==> src/rtl/rect_loop_pkg.sv <==
// Shared types and constants for the rectangle-loop randomizer.
// The proposer and the downstream swapping stage both import this package.
package rect_loop_pkg;

  typedef enum logic [2:0] {
    IDLE,
    DRAW,
    CHECK,
    PROPOSE,
    FIN
  } state_t;

  // Galois feedback mask for x^16+x^14+x^13+x^11+1 (right-shifting form)
  localparam logic [15:0] LFSR_TAPS    = 16'hB400;
  localparam logic [15:0] DEFAULT_SEED = 16'hACE1;

  // Index fields are sized for the largest supported matrix (256x256)
  localparam int IDX_W = 8;

  typedef struct packed {
    logic [IDX_W-1:0] r1;
    logic [IDX_W-1:0] c1;
    logic [IDX_W-1:0] r2;
    logic [IDX_W-1:0] c2;
  } rect_idx_t;

endpackage

==> src/rtl/rect_lfsr.sv <==
// Galois LFSR with enable and configurable seed and feedback mask.
// Shifts right; the bit shifted out selects whether the mask is applied.
module rect_lfsr
  import rect_loop_pkg::*;
#(
  parameter int            W    = 16,
  parameter logic [W-1:0]  TAPS = W'(LFSR_TAPS),
  parameter logic [W-1:0]  SEED = W'(DEFAULT_SEED)
) (
  input  logic         clk,
  input  logic         rst_n,
  input  logic         en,
  output logic [W-1:0] value
);

  // Step the register only when enabled; reset reloads the seed
  always_ff @(posedge clk or negedge rst_n) begin
    if (!rst_n) begin
      value <= SEED;
    end else if (en) begin
      value <= (value >> 1) ^ (value[0] ? TAPS : '0);
    end
  end

endmodule

==> src/rtl/rect_swap_proposer.sv <==
// Rectangle swap proposer: draws random index quadruples from an LFSR,
// keeps only legal checkerboard rectangles of the live matrix and hands
// them downstream over valid/ready until the swap budget is used up.
// Optional build macro RECT_PROP_STATS_EN adds a saturating reject_cnt.
module rect_swap_proposer
  import rect_loop_pkg::*;
#(
  parameter int                 ROW_LEN   = 4,
  parameter int                 COL_LEN   = 4,
  parameter int                 LFSR_W    = 16,
  parameter logic [LFSR_W-1:0]  SEED      = LFSR_W'(DEFAULT_SEED),
  parameter int                 MAX_TRIES = 64,
  localparam int                RW        = $clog2(ROW_LEN),
  localparam int                CW        = $clog2(COL_LEN)
) (
  input  logic                       clk,
  input  logic                       rst_n,
  input  logic                       start,
  input  logic [11:0]                num_swaps,
  input  logic [ROW_LEN*COL_LEN-1:0] mat_in,
  output logic                       prop_valid,
  input  logic                       prop_ready,
  output logic [RW-1:0]              r1,
  output logic [RW-1:0]              r2,
  output logic [CW-1:0]              c1,
  output logic [CW-1:0]              c2,
  output logic                       busy,
  output logic                       done,
  output logic                       err
`ifdef RECT_PROP_STATS_EN
  ,
  output logic [15:0]                reject_cnt
`endif
);

  localparam int              TW        = $clog2(MAX_TRIES + 1);
  localparam int              MIW       = $clog2(ROW_LEN * COL_LEN);
  localparam logic [TW-1:0]   TRY_LIMIT = TW'(MAX_TRIES);

  state_t            state;
  rect_idx_t         cand;
  logic [11:0]       rem;
  logic [TW-1:0]     tries;
  logic [LFSR_W-1:0] lfsr_q;

  logic [RW-1:0] f_r1, f_r2;
  logic [CW-1:0] f_c1, f_c2;
  logic          in_range;
  logic [MIW-1:0] i11, i12, i21, i22;
  logic          m11, m12, m21, m22;
  logic          rect_ok;
  logic          abort;

  rect_lfsr #(
    .W    (LFSR_W),
    .TAPS (LFSR_W'(LFSR_TAPS)),
    .SEED (SEED)
  ) u_lfsr (
    .clk   (clk),
    .rst_n (rst_n),
    .en    (busy),
    .value (lfsr_q)
  );

  // Slice the current LFSR value into r1, c1, r2, c2 from the low end up
  assign f_r1 = RW'(lfsr_q);
  assign f_c1 = CW'(lfsr_q >> RW);
  assign f_r2 = RW'(lfsr_q >> (RW + CW));
  assign f_c2 = CW'(lfsr_q >> (2 * RW + CW));
  assign in_range = (int'(f_r1) < ROW_LEN) && (int'(f_r2) < ROW_LEN) &&
                    (int'(f_c1) < COL_LEN) && (int'(f_c2) < COL_LEN);

  // Corner lookups of the registered candidate in the row-major matrix
  assign i11 = MIW'(int'(cand.r1) * COL_LEN + int'(cand.c1));
  assign i12 = MIW'(int'(cand.r1) * COL_LEN + int'(cand.c2));
  assign i21 = MIW'(int'(cand.r2) * COL_LEN + int'(cand.c1));
  assign i22 = MIW'(int'(cand.r2) * COL_LEN + int'(cand.c2));
  assign m11 = mat_in[i11];
  assign m12 = mat_in[i12];
  assign m21 = mat_in[i21];
  assign m22 = mat_in[i22];

  assign rect_ok = (cand.r1 != cand.r2) && (cand.c1 != cand.c2) &&
                   (m11 != m12) && (m11 == m22) && (m12 == m21);
  assign abort   = (tries >= TRY_LIMIT);

  assign r1 = RW'(cand.r1);
  assign c1 = CW'(cand.c1);
  assign r2 = RW'(cand.r2);
  assign c2 = CW'(cand.c2);

  // Proposal FSM with registered handshake and status outputs
  always_ff @(posedge clk or negedge rst_n) begin
    if (!rst_n) begin
      state      <= IDLE;
      cand       <= '0;
      rem        <= '0;
      tries      <= '0;
      prop_valid <= 1'b0;
      busy       <= 1'b0;
      done       <= 1'b0;
      err        <= 1'b0;
`ifdef RECT_PROP_STATS_EN
      reject_cnt <= '0;
`endif
    end else begin
      done <= 1'b0;
      case (state)
        IDLE: begin
          if (start) begin
            rem   <= num_swaps;
            tries <= '0;
            err   <= 1'b0;
            busy  <= 1'b1;
`ifdef RECT_PROP_STATS_EN
            reject_cnt <= '0;
`endif
            state <= (num_swaps == 12'd0) ? FIN : DRAW;
          end
        end
        DRAW: begin
          if (abort) begin
            err   <= 1'b1;
            state <= FIN;
          end else if (!in_range) begin
            tries <= tries + 1'b1;
`ifdef RECT_PROP_STATS_EN
            if (reject_cnt != 16'hFFFF) reject_cnt <= reject_cnt + 16'd1;
`endif
          end else begin
            cand.r1 <= IDX_W'(f_r1);
            cand.c1 <= IDX_W'(f_c1);
            cand.r2 <= IDX_W'(f_r2);
            cand.c2 <= IDX_W'(f_c2);
            state   <= CHECK;
          end
        end
        CHECK: begin
          if (abort) begin
            err   <= 1'b1;
            state <= FIN;
          end else if (rect_ok) begin
            prop_valid <= 1'b1;
            state      <= PROPOSE;
          end else begin
            tries <= tries + 1'b1;
`ifdef RECT_PROP_STATS_EN
            if (reject_cnt != 16'hFFFF) reject_cnt <= reject_cnt + 16'd1;
`endif
            state <= DRAW;
          end
        end
        PROPOSE: begin
          if (prop_ready) begin
            prop_valid <= 1'b0;
            rem        <= rem - 12'd1;
            tries      <= '0;
            state      <= (rem == 12'd1) ? FIN : DRAW;
          end
        end
        FIN: begin
          done  <= 1'b1;
          busy  <= 1'b0;
          state <= IDLE;
        end
        default: state <= IDLE;
      endcase
    end
  end

endmodule

==> config.mk <==
export PLATFORM = sky130hd
export DESIGN_NAME = rect_swap_proposer
export DESIGN_NICKNAME = d
export VERILOG_FILES = /design/src/rtl/rect_loop_pkg.sv /design/src/rtl/rect_lfsr.sv /design/src/rtl/rect_swap_proposer.sv
export SDC_FILE = /design/constraint.sdc
export NUM_CORES = 1
export LEC_CHECK = 0
export CAP_MARGIN = 15
export CORE_MARGIN = 2
export CORE_UTILIZATION = 34
export CTS_CLUSTER_SIZE = 20
export DETAILED_ROUTE_END_ITERATION = 10
export PLACE_DENSITY = 0.61
export SETUP_SLACK_MARGIN = 0.1
export SYNTH_ARGS = -nofsm -noshare
export SYNTH_HDL_FRONTEND = slang
export SYNTH_SLANG_ARGS = --single-unit
==> constraint.sdc <==
create_clock -name clk -period 2.51 [get_ports clk]
set_input_delay 0.6275 -clock clk [delete_from_list [all_inputs] [get_ports clk]]
set_output_delay 0.6275 -clock clk [all_outputs]
set_load 0.02 [all_outputs]
Word level (Yosys, flattened, before mapping)
Cells that the tools add are included.
{"block": "totals", "reg_bits": 50, "word_cells": 95, "output_inout_bits": 12, "inputBits": 32}
{"block": "classes", "n_reduce_logical": 19, "addsub": 6, "bitwise_logic": 2, "n_mux": 35, "order_cmp": 5, "eq_ne": 16}
{"op": "two-way mux 7 bit", "n": 4}
{"op": "two-way mux 12 bit", "n": 2}
{"op": "one-hot mux 12 bit (2 select lines)", "n": 1}
{"op": "one-hot mux 7 bit (3 select lines)", "n": 1}
{"op": "< comparator 4 x 5 -> 1 bit, second input constant", "n": 4}
{"op": "two-way mux 3 bit", "n": 6}
{"op": "adder 4 x 2 -> 4 bit", "n": 4}
{"op": "binary-select mux 1 bit (select 4 bit)", "n": 4}
{"op": "two-way mux 16 bit", "n": 1}
{"op": "bitwise XOR 15 x 16 -> 16 bit", "n": 1}
{"op": "equality test 12 x 1 -> 1 bit, second input constant", "n": 1}
{"op": "zero test 12 bit", "n": 1}
{"op": "one-hot mux 3 bit (4 select lines)", "n": 1}
{"op": "subtractor 12 x 1 -> 12 bit, second input constant", "n": 1}
{"op": "two-way mux 1 bit", "n": 11}
{"op": "!= test 2 bit, second input constant", "n": 5}
{"op": "nonzero test 2 bit", "n": 4}
{"op": "adder 7 x 1 -> 7 bit, second input constant", "n": 1}
{"op": "greater-or-equal comparator 7 bit, second input constant", "n": 1}
{"op": "equality test 3 x 2 -> 1 bit, second input constant", "n": 2}
{"op": "one-hot mux 1 bit (2 select lines)", "n": 3}
{"op": "AND reduction 2 bit", "n": 3}
{"op": "AND reduction 3 bit", "n": 2}
{"op": "AND reduction 5 bit", "n": 1}
{"op": "13 further kinds", "n": 18}

Logic depth before layout (Yosys ltp)
{"block": "logic_depth", "word_depth": 10, "mapped_depth": 8}

Modules after synthesis
Synthesis repeated with hierarchy kept, for this count alone.
{"block": "hier_totals", "cells_unflattened": 274, "area_unflattened_um2": 2792.7}
{"module": "rect_swap_proposer", "cells_per_inst": 234, "area_each_um2": 2137.0, "seq_area_each_um2": 850.8, "n_inst": 1}
{"module": "rect_lfsr", "cells_per_inst": 40, "area_each_um2": 655.6, "seq_area_each_um2": 410.4, "n_inst": 1}

Worst setup path after synthesis
Ideal clock, no wire load.
{"block": "synth_timing", "path_type": "register -> register", "startpoint": "reg, netlist name c2[0]", "endpoint": "reg state[1]", "synth_period_minus_slack_ps": 2160, "setup_time_ps": 94, "arrival_ps": 2066, "path_slack_ps": 350, "required_ps": 2416, "path_buffers": 0, "path_stages_with_launch": 7, "cell_sequence": "dfrtp_1 mux4_1 nand3_1 nand4_2 nor4_4 o21ai_2 a221oi_2"}
{"block": "synth_between", "elab_chain_len": 10, "word_cells_on_any_way": 17, "cone_classes": "2 x add/sub; 4 x eq/ne; 7 x mux; 4 x reduce/logical"}
{"element": "adder 4 x 2 -> 4 bit", "line_no": "rect_swap_proposer.sv:75", "text": "assign i12 = MIW'(int'(cand.r1) * COL_LEN + int'(cand.c2));"}
{"element": "binary-select mux 1 bit (select 4 bit)", "line_no": "rect_swap_proposer.sv:79", "text": "assign m12 = mat_in[i12];"}
{"element": "two-way mux 1 bit (not written as such)", "line_no": "rect_swap_proposer.sv:79"}
{"element": "!= test 1 bit", "line_no": "rect_swap_proposer.sv:84", "text": "(m11 != m12) && (m11 == m22) && (m12 == m21);"}
{"element": "logical AND 1 bit", "line_no": "rect_swap_proposer.sv:83", "text": "assign rect_ok = (cand.r1 != cand.r2) && (cand.c1 != cand.c2) &&"}
{"element": "logical AND 1 bit", "line_no": "rect_swap_proposer.sv:84"}
{"element": "logical AND 1 bit *", "line_no": "rect_swap_proposer.sv:84"}
{"element": "two-way mux 2 bit *", "line_no": "rect_swap_proposer.sv:142", "text": "end else if (rect_ok) begin"}
{"element": "two-way mux 3 bit *", "line_no": "rect_swap_proposer.sv:139", "text": "if (abort) begin"}
{"element": "one-hot mux 3 bit (4 select lines) *", "line_no": "rect_swap_proposer.sv:108", "text": "case (state)"}
{"element": "to (signal assigned)", "line_no": "rect_swap_proposer.sv:118", "text": "state <= (num_swaps == 12'd0) ? FIN : DRAW;"}
{"element": "to (signal assigned)", "line_no": "rect_swap_proposer.sv:158", "text": "state <= (rem == 12'd1) ? FIN : DRAW;"}
{"element": "to (decl)", "line_no": "rect_swap_proposer.sv:40", "text": "state_t state;"}
Mark *: on every way between the ends. The rest lies on a longest branch, timed or not. The select of a mux whose other input is x is not followed.
A chain may end at the register's enable or synchronous reset.

Worst setup path in the final report
{"block": "layout_timing", "startpoint": "in mat_in[14]", "endpoint": "reg state[1]"}
{"block": "layout_between", "elab_chain_len": 9, "word_cells_on_any_way": 17, "cone_classes": "3 x eq/ne; 11 x mux; 3 x reduce/logical"}
{"element": "from (decl)", "line_no": "rect_swap_proposer.sv:20", "text": "input logic [ROW_LEN*COL_LEN-1:0] mat_in,"}
{"element": "binary-select mux 1 bit (select 4 bit), on equally long branches", "line_no": "rect_swap_proposer.sv:78, rect_swap_proposer.sv:79"}
{"element": "two-way mux 1 bit, on equally long branches", "line_no": "rect_swap_proposer.sv:78, rect_swap_proposer.sv:79"}
{"element": "!= test 1 bit", "line_no": "rect_swap_proposer.sv:84"}
{"element": "logical AND 1 bit", "line_no": "rect_swap_proposer.sv:83"}
{"element": "logical AND 1 bit", "line_no": "rect_swap_proposer.sv:84"}
{"element": "logical AND 1 bit *", "line_no": "rect_swap_proposer.sv:84"}
{"element": "two-way mux 2 bit *", "line_no": "rect_swap_proposer.sv:142"}
{"element": "two-way mux 3 bit *", "line_no": "rect_swap_proposer.sv:139"}
{"element": "one-hot mux 3 bit (4 select lines) *", "line_no": "rect_swap_proposer.sv:108"}
Marks and branches as above.

==> metrics.md <==
| Metric | Value |
|---|---|
| Outcome | `finished, final reports clean` |
| Clock root cell | `clkbuf_8` |
| Row cnt | `34` |
| Max-slew violations | `0` |
| Post-layout util | `0.426` |
| Worst-path maximum fanout | `3` |
| Ys async rst share | `1.00` |
| Max Clock Skew | `around 0.011 ns` |
| I/O pin count | `between 40 and 50` |
| Starting Density | `0.346` |
| Hold WC Path Type | `primary input to async pin` |
| Mapped cell area | `about 0.0030 mm²` |
| CP startpoint kind | `primary input` |
| Worst R2R Start | `c2[0]$_DFFE_PN0P_` |
| Clk buf depth | `2` |
| Critical Path RT | `between 2 and 3 ns` |
| Crit path cell chain | `clkdlybuf4s50_1 -> mux4_2 -> nand3_2 -> nand4_4 -> nor4_4 -> buf_4 -> o21ai_2 -> a221oi_2` |
| M1 GR Usage | `0.206` |
| Leak | `between 1 and 1.5 nW` |
| First-pass GRT wire length | `approximately 12000 µm` |
| Most frequent cells in the layout | `dfrtp_1, clkdlybuf4s50_1, nand2_1, a21oi_1, mux2_2` |
| DR vias | `approximately 2400` |
| Post-synth EDFFs | `0` |
| RSZ-0062 raised after global routing | `false` |
| CP endpoint kind | `flop` |
| Gate Count Post-Synth | `294` |
| Buffers on Ports | `between 40 and 50` |
| DRC errors left | `0` |
| GR Overflow Total | `0` |
| Critical path arrival | `approximately 2.6 ns` |
| Worst-Skew Late Latency | `roughly 0.31 ns` |
| Min Clock Period, post-route | `2.33 ns` |
| Area growth syn-to-layout | `23.2%` |
| CTS buffer count | `5` |
| GR Layer Usage met2 | `0.227` |
| Final Hold Viols | `0` |
| Routed vias/inst | `~5.3` |
| Starting DRT DRC Count | `a little under 200` |
| # diodes | `0` |
| Drt pass-1 iters | `4` |
| Fin nets | `380` |
| Mapped Nets | `between 300 and 400` |
| Worst hold margin | `about 0.17 ns` |
| Register area share after synthesis | `0.422` |
| Core Region | `between 0.008 and 0.009 mm²` |
| Clk slew on worst S/H paths | `between 0.1 and 0.15 ns` |
| Pwr dens | `1140 mW/mm²` |
| Max VDD drop | `0.000608 V` |
| Final period utilization | `0.926` |
| Crit path launch | `mat_in[14]` |
| # H-tree levels | `2` |
| Slowest cell on the critical path | `mux4_2` |
| GRT busiest layer | `met2` |
| Largest stage delay on the critical path | `0.51 ns` |
| Max_cap viols | `0` |
| Final-layout fill cell count | `about 870` |
| Synthesis warning total | `0` |
| Measured slew at the worst slew-check pin | `roughly 0.6 ns` |
| Met3 Usage GRT | `0.0302` |
| Die Wd | `97.7 µm` |
| Routability cong. | `approximately 0.80` |
| Vias in the first global route | `between 2000 and 2500` |
| Gr usage total | `0.147` |
| Final wirelength | `6540 µm` |
| Avg Synthesized Cell Area | `approximately 10 µm²` |
| CTS sink cnt | `50` |
| DP HPWL | `4970 µm` |
| Crit Path Class | `primary input to flop` |
| Initial antenna violation count | `0` |
| Max Clk Rate | `0.430 GHz` |
| Die area | `around 0.0095 mm²` |
| Worst reg-to-reg setup slack | `~0.32 ns` |
| Register Area | `roughly 0.0013 mm²` |
| Layout cells sized above 1 | `0.226` |
| CTS tree | `built` |
| Top_reg_cell synth | `dfrtp_1` |
| Mean routed wirelength per cell | `14.4 µm` |
| Pin count of the biggest net entering global routing | `28` |
| Max_slew headroom | `0.599` |
| CTS hold repair buffers | `0` |
| Routed Antenna Nets | `0` |
| Register bit total from synthesis | `50` |
| Final Setup Violations | `0` |
| Area of the multi-input gates | `approximately 0.0016 mm²` |
| Netlist cell types | `55` |
| Die H | `around 98 µm` |
[report_power, final]
part / switching [W] / internal [W] / leakage [nW] / total, W
clock network: 0.000302 / 0.000209 / 0.0506 / 0.000511
registers: 0.000438 / 0.00120 / 0.592 / 0.00164
logic: 0.00102 / 0.00104 / 0.768 / 0.00205
[area by class of cell]
| cell class | count | share of cell area |
|---|---|---|
| clock inverter | 3 | 0.00782 |
| inverter | 8 | 0.00816 |
| clock buffer | 5 | 0.0187 |
| timing repair buffer | 56 | 0.142 |
| sequential | 50 | 0.343 |
| tap | 108 | 0.0367 |
| multi-input combinational | 223 | 0.444 |
[flip-flops by register name, indices dropped and copies added (netlist names)]
signal	count
tries	7
c2	2
done	1
c1	2
prop_valid	1
r2	2
err	1
r1	2
state	3
busy	1
u_lfsr.value	16
rem	12
[worst paths after layout]
kind	cells after the start	end
min reg2reg	2	u_lfsr.value[10]$_DFFE_PN1P_
min	1	rem[5]$_DFFE_PN0P_
max	8	state[1]$_DFFE_PN0P_
min in group clk	2	u_lfsr.value[10]$_DFFE_PN1P_
max in group asynchronous	2	u_lfsr.value[0]$_DFFE_PN1P_
max reg2reg	7	state[1]$_DFFE_PN0P_
[critical path, delay by kind of cell]
family,cells,cell delay (ns)
simple gates,3,0.57
compound gates,2,0.26
buf+inv,2,0.60
mux,1,0.51
[synthesized netlist by cell type, types with 4 or more instances]
cell type	instances	share of area
dfstp_2	8	0.070
inv_1	8	0.010
nand2b_1	6	0.013
nand4_1	7	0.015
mux4_2	4	0.030
nor2_1	19	0.024
o21ai_0	16	0.027
o211ai_1	5	0.013
mux4_1	4	0.035
mux2_2	21	0.079
nor3_1	6	0.010
nand2_1	34	0.043
nand3_1	16	0.027
nor4_1	5	0.010
dfrtp_1	42	0.35
a21oi_1	25	0.042
clkbuf_1	8	0.010
ha_1	4	0.017
[kinds of logic after synthesis]
kind of cell             share of synthesized area
XOR/XNOR                                   0.00880
buffers and inverters                       0.0323
multiplexers                                 0.145
adder cells (fa/ha/maj)                     0.0168
AND/OR/NAND/NOR                              0.231
flip-flops                                   0.422
AO/OA/AOI/OAI                                0.144
[through the flow]
stage                     power [W]  TNS [ns]  cell area, µm²  instances  setup slack (ns)
final                       0.00420         0            3680        453             0.185
after global routing        0.00455         0            3680        453             0.116
after CTS                   0.00420         0            3670        453             0.109
after detailed placement    0.00367     -1.55            3580        445            -0.241
after global placement      0.00363     -1.13            3580        445            -0.181
after floorplan             0.00300         0            2990        294             0.350
[routing by layer]
metal | part of all wire | routed length (µm) | vias to the layer above
met5 | 0 | 0 | -
met4 | 0.020 | 129 | 0
met3 | 0.028 | 185 | 9
met2 | 0.48 | 3170 | 36
met1 | 0.47 | 3060 | 1180
li1 | - | - | 1193
[repair_timing]
item | in CTS | in global routing
setup buffers | 0 | 0
pin swaps | 1 | 2
resized for setup | 0 | 9
endpoints found under the setup margin | 1 | 8
No activity file was read; power rests on OpenSTA's default activity.
